File: config.mk
export PLATFORM = sky130hd
export DESIGN_NAME = id_ex_stage
export DESIGN_NICKNAME = d
export VERILOG_FILES = /design/src/rtl/id_ex_stage.sv
export SDC_FILE = /design/constraint.sdc
export NUM_CORES = 1
export LEC_CHECK = 0
export ABC_AREA = 1
export BUFFER_PORTS_ARGS = -buffer_cell sky130_fd_sc_hd__clkbuf_2
export CORE_AREA = 2 2 151 153
export DETAILED_ROUTE_END_ITERATION = 10
export DIE_AREA = 0 0 153 155
export PLACE_DENSITY_LB_ADDON = 0.15
export SETUP_SLACK_MARGIN = 0.02
export SYNTH_ARGS = -nofsm -noshare
export SYNTH_HDL_FRONTEND = slang
export SYNTH_SLANG_ARGS = --single-unit
File: constraint.sdc
create_clock -name i_clk -period 4.1 [get_ports i_clk]
set_clock_uncertainty 0.1 [all_clocks]
set_input_delay 0 -clock i_clk [delete_from_list [all_inputs] [get_ports i_clk]]
set_output_delay 0 -clock i_clk [all_outputs]
set_load 0.03 [all_outputs]
File: src/rtl/id_ex_stage.sv
// ID/EX pipeline register: captures decoded fields, applies stall/flush, selects ALU operands
// and counts bubble cycles. Define ID_EX_FORWARDING_EN to add MEM/WB operand forwarding.
module id_ex_stage (
    input  logic        i_clk,
    input  logic        i_rst_n,
    input  logic        i_valid,
    input  logic        i_stall,
    input  logic        i_flush,
    input  logic [31:0] i_pc,
    input  logic [31:0] i_rs1_data,
    input  logic [31:0] i_rs2_data,
    input  logic [31:0] i_imm,
    input  logic [4:0]  i_rs1_addr,
    input  logic [4:0]  i_rs2_addr,
    input  logic [4:0]  i_rd_addr,
    input  logic [3:0]  i_alucontrol,
    input  logic        i_alusrc_b,
    input  logic        i_asel_pc,
    input  logic        i_regwrite,
    input  logic        i_mem_regwrite,
    input  logic        i_wb_regwrite,
    input  logic [4:0]  i_mem_rd_addr,
    input  logic [4:0]  i_wb_rd_addr,
    input  logic [31:0] i_mem_result,
    input  logic [31:0] i_wb_result,
    output logic        o_valid,
    output logic [31:0] o_a,
    output logic [31:0] o_b,
    output logic [31:0] o_store_data,
    output logic [31:0] o_pc,
    output logic [3:0]  o_alucontrol,
    output logic [4:0]  o_rd_addr,
    output logic        o_regwrite,
    output logic [15:0] o_bubble_cnt
);

    logic        valid_q;
    logic [31:0] pc_q;
    logic [31:0] rs1_data_q;
    logic [31:0] rs2_data_q;
    logic [31:0] imm_q;
    logic [4:0]  rs1_addr_q;
    logic [4:0]  rs2_addr_q;
    logic [4:0]  rd_addr_q;
    logic [3:0]  alucontrol_q;
    logic        alusrc_b_q;
    logic        asel_pc_q;
    logic        regwrite_q;
    logic [15:0] bubble_cnt_q;
    logic [31:0] fwd_rs1;
    logic [31:0] fwd_rs2;

    // Flush outranks stall; a stalled stage simply keeps its contents.
    always_ff @(posedge i_clk or negedge i_rst_n) begin
        if (!i_rst_n) begin
            valid_q      <= 1'b0;
            pc_q         <= '0;
            rs1_data_q   <= '0;
            rs2_data_q   <= '0;
            imm_q        <= '0;
            rs1_addr_q   <= '0;
            rs2_addr_q   <= '0;
            rd_addr_q    <= '0;
            alucontrol_q <= '0;
            alusrc_b_q   <= 1'b0;
            asel_pc_q    <= 1'b0;
            regwrite_q   <= 1'b0;
        end else if (i_flush) begin
            valid_q      <= 1'b0;
            pc_q         <= '0;
            rs1_data_q   <= '0;
            rs2_data_q   <= '0;
            imm_q        <= '0;
            rs1_addr_q   <= '0;
            rs2_addr_q   <= '0;
            rd_addr_q    <= '0;
            alucontrol_q <= '0;
            alusrc_b_q   <= 1'b0;
            asel_pc_q    <= 1'b0;
            regwrite_q   <= 1'b0;
        end else if (!i_stall) begin
            valid_q      <= i_valid;
            pc_q         <= i_pc;
            rs1_data_q   <= i_rs1_data;
            rs2_data_q   <= i_rs2_data;
            imm_q        <= i_imm;
            rs1_addr_q   <= i_rs1_addr;
            rs2_addr_q   <= i_rs2_addr;
            rd_addr_q    <= i_rd_addr;
            alucontrol_q <= i_alucontrol;
            alusrc_b_q   <= i_alusrc_b;
            asel_pc_q    <= i_asel_pc;
            regwrite_q   <= i_regwrite & i_valid;
        end
    end

    // Bubble counter saturates rather than wrapping.
    always_ff @(posedge i_clk or negedge i_rst_n) begin
        if (!i_rst_n) begin
            bubble_cnt_q <= '0;
        end else if (!valid_q && (bubble_cnt_q != 16'hFFFF)) begin
            bubble_cnt_q <= bubble_cnt_q + 16'd1;
        end
    end

`ifdef ID_EX_FORWARDING_EN
    // MEM is the younger producer, so it wins over WB; x0 is never forwarded.
    always_comb begin
        fwd_rs1 = rs1_data_q;
        if (i_mem_regwrite && (i_mem_rd_addr == rs1_addr_q) && (rs1_addr_q != 5'd0)) begin
            fwd_rs1 = i_mem_result;
        end else if (i_wb_regwrite && (i_wb_rd_addr == rs1_addr_q) && (rs1_addr_q != 5'd0)) begin
            fwd_rs1 = i_wb_result;
        end
    end

    always_comb begin
        fwd_rs2 = rs2_data_q;
        if (i_mem_regwrite && (i_mem_rd_addr == rs2_addr_q) && (rs2_addr_q != 5'd0)) begin
            fwd_rs2 = i_mem_result;
        end else if (i_wb_regwrite && (i_wb_rd_addr == rs2_addr_q) && (rs2_addr_q != 5'd0)) begin
            fwd_rs2 = i_wb_result;
        end
    end
`else
    logic unused_fwd_inputs;
    assign unused_fwd_inputs = ^{i_mem_regwrite, i_wb_regwrite, i_mem_rd_addr, i_wb_rd_addr,
                                 i_mem_result, i_wb_result, rs1_addr_q, rs2_addr_q};
    assign fwd_rs1 = rs1_data_q;
    assign fwd_rs2 = rs2_data_q;
`endif

    assign o_a          = asel_pc_q ? pc_q : fwd_rs1;
    assign o_b          = alusrc_b_q ? imm_q : fwd_rs2;
    assign o_store_data = fwd_rs2;
    assign o_valid      = valid_q;
    assign o_pc         = pc_q;
    assign o_alucontrol = alucontrol_q;
    assign o_rd_addr    = rd_addr_q;
    assign o_regwrite   = regwrite_q;
    assign o_bubble_cnt = bubble_cnt_q;

endmodule
==> flow_summary_export.csv <==
group,metric,value,unit
grt,grt_pass1_wl,36.6,mm
cts,clockBufferDepth,2,
cells_and_area,antennaDiodeCount,0,
timing,tns,0,ns
floorplanning,dieHeight,155,um
grt,grt_max_degree,91,
logic_synthesis,synth_top_area_share,55.4,%
setup_path,cp.buffers_inverters,1,
timing,min_period_over_period,53.5,%
setup_path,startpoint_type,"flip-flop",
cells_and_area,layout.nets,1532,
floorplanning,initial_utilization,31.9,%
setup_path,path_max_fanout,65,
grt,grt_pass1_vias,7197,
cells_and_area,syn_to_final_growth,52.3,%
detailed_routing,wl_per_cell,14.2,um
placed_design,gp_congestion,0.776,
detailed_routing,wirelength,22.8,mm
timing,max_slew_margin,29.7,%
detailed_routing,drt-initial-drc-count,327,
logic_synthesis,syn_nets,1119,
cells_and_area,final_util,48.6,%
timing,fmax,456,MHz
cts,cts_made_buffers,17,
setup_path,crit_path_cell_trace,"nand2_1 -> o21ai_0 -> clkbuf_2",
placed_design,post-dp-hpwl,14.6,mm
floorplanning,rows,55,
cts,cts_sinks,157,
status,status,"completed",
pwr,power,4.16,mW
setup_path,cp_slowest_cell,"dfrtp_2",
detailed_routing,dr_total_vias,7211,
detailed_routing,dr.pass1.iters,4,
setup_path,crit_type,"reg -> out",
floorplanning,io_pins,386,
timing,tightest_slew,1.05,ns
grt,antenna_found_initial,0,
logic_synthesis,synth_seq_cells,157,
setup_path,cp.required,4.00,ns
grt,grt_usage,19.1,%
floorplanning,die_w,153,um
placed_design,io_buffers,299,
timing,maxSlewViolCount,0,
floorplanning,core_area,22200,um^2
timing,min_period,2.19,ns
logic_synthesis,synth_top_area_cell,"dfrtp_1",
grt,grt_overflow,0,
floorplanning,die-area,23700,um^2
timing,setup-violations-final,0,
detailed_routing,viasPerCell,4.51,
cts,cts_resized,0,
cts,clk_latency,0.42,ns
logic_synthesis,yosysWarningCount,0,
placed_design,place_ws,2.18,ns
timing,hold_viol,0,
cts,root_buffer,"clkbuf_16",
cells_and_area,drive_gt1_share,27.0,%
logic_synthesis,yosysSeqAreaShare,55.4,%
cts,clk_pin_slew,0.07,ns
pwr,power.leakage,5.64,nW
detailed_routing,antenna_left,0,
logic_synthesis,synth_cells,887,
cts,htreeDepth,4,
setup_path,cpPeakStageDelay,1.05,ns
pwr,powerDensity,386,nW/um^2
setup_path,cp-end-kind,"output pin",
logic_synthesis,avgSynthCellArea,7.99,um^2
detailed_routing,drc,0,
run,cap_violations,0,
hold_path,min_path_type,"in -> async",
cts,cts_tree,"yes",
logic_synthesis,ys_top_cells_by_area,"dfrtp_1, nand2_1, o21ai_0",
setup_path,cp_top_family,"flip-flops",
timing,fin_ws,1.91,ns
timing,rsz0062_at_grt,"false",
logic_synthesis,syn_area,7090,um^2
pwr,ir_drop,0.234,mV
setup_path,cp_data_arrival_time,2.09,ns
logic_synthesis,synth.distinct_cells,22,
==> synthesized netlist by cell type, drive strengths merged <==
| cell | instances |
|---|---|
| buf | 25 |
| clkbuf | 29 |
| dfrtp | 157 |
| ha | 1 |
| inv | 79 |
| nand2 | 350 |
| nand3 | 84 |
| nand3b | 3 |
| nand4 | 6 |
| nor2 | 16 |
| nor3 | 1 |
| o21ai | 131 |
| xnor2 | 4 |
| xor2 | 1 |
==> registers in the layout (all words and copies together) (netlist names) <==
register / count
alusrc_b_q: 1
o_bubble_cnt: 16
o_store_data: 32
fwd_rs1: 32
o_regwrite: 1
o_alucontrol: 4
imm_q: 32
o_rd_addr: 5
o_pc: 32
asel_pc_q: 1
o_valid: 1
==> report_power, final <==
group / leakage (nW) / internal [mW] / switching, mW
Clock: 0.271 / 0.881 / 0.689
Combinational: 3.28 / 0.302 / 0.536
Sequential: 2.09 / 1.65 / 0.102
Total: 5.64 / 2.84 / 1.33
==> kinds of logic (layout without fill, tap and decap cells) <==
logic type      Yosys count  count (layout)  share of synthesized area [%]
simple gates            460             460                           27.0
flops                   157             157                           55.4
buf+inv                 133             559                           7.48
xor+xnor                  5               5                          0.618
fa+ha+maj                 1               1                          0.176
compound gates          131             131                           9.25
==> repair_timing <==
item,4_1_cts,5_1_grt
hold endpoints to repair,230,0
hold buffers,143,0
buffers inserted,0,0
==> cell type report <==
cell class	count	area [um^2]
repair buffers	448	2990
clock inverters	13	131
flip-flops and latches	157	3930
well taps	285	357
clock buffers	19	453
inverters	79	297
fillers	2229	11400
multi-input cells	597	2640
==> per-layer routing <==
metal	global-route usage [%]	routed length (um)	share of wire, %	up-vias
met5	0	0	0	-
met4	5.86	327	1.4	0
met3	4.18	1210	5.3	26
met2	32.0	11000	48	212
met1	25.0	10200	45	3351
li1	-	-	-	3622
==> worst reg2reg max path: cells and delay by family (launching register included) <==
| kind | cells | cell delay, ns |
|---|---|---|
| and+or+nand+nor | 6 | 0.60 |
| DFF | 1 | 0.43 |
| adders and majority gates | 1 | 0.29 |
| buffers and inverters | 1 | 0.11 |
==> placed cells by master, fill, tap and decap left out, types with 4 or more instances in the layout <==
| cell type | count |
|---|---|
| inv_2 | 4 |
| o21ai_1 | 25 |
| nor2_4 | 4 |
| nand2_1 | 344 |
| o21ai_0 | 106 |
| buf_4 | 5 |
| inv_1 | 75 |
| nand3_1 | 84 |
| nand4_1 | 6 |
| clkbuf_16 | 17 |
| clkinvlp_4 | 5 |
| nor2_1 | 10 |
| dfrtp_1 | 155 |
| xnor2_1 | 4 |
| dlygate4sd3_1 | 143 |
| clkbuf_2 | 297 |
==> worst paths after layout <==
kind                                       from         endpoint  slack [ns]  cells after the start
worst max-delay path                 alusrc_b_q          o_b[29]        1.91                      3
worst min-delay path                    i_rst_n       fwd_rs1[0]         0.1                      2
worst max register to register  o_bubble_cnt[0]  o_bubble_cnt[6]        2.46                      8
worst min register to register        imm_q[24]        imm_q[24]        0.41                      2
max in group asynchronous               i_rst_n       alusrc_b_q        2.91                      3
min in group i_clk                      i_flush         o_pc[15]        0.18                      5
==> through the flow <==
step / std cells / hold slack (ns) / instance area, um^2
after floorplan: 887 / -0.396 / 7090
after global placement: 1423 / 0.0516 / 8780
after detailed placement: 1423 / 0.0403 / 8780
after CTS: 1598 / 0.149 / 10800
after global routing: 1598 / 0.188 / 10800
final: 1598 / 0.0995 / 10800
Note: power is estimated with default switching activity, not from simulation.
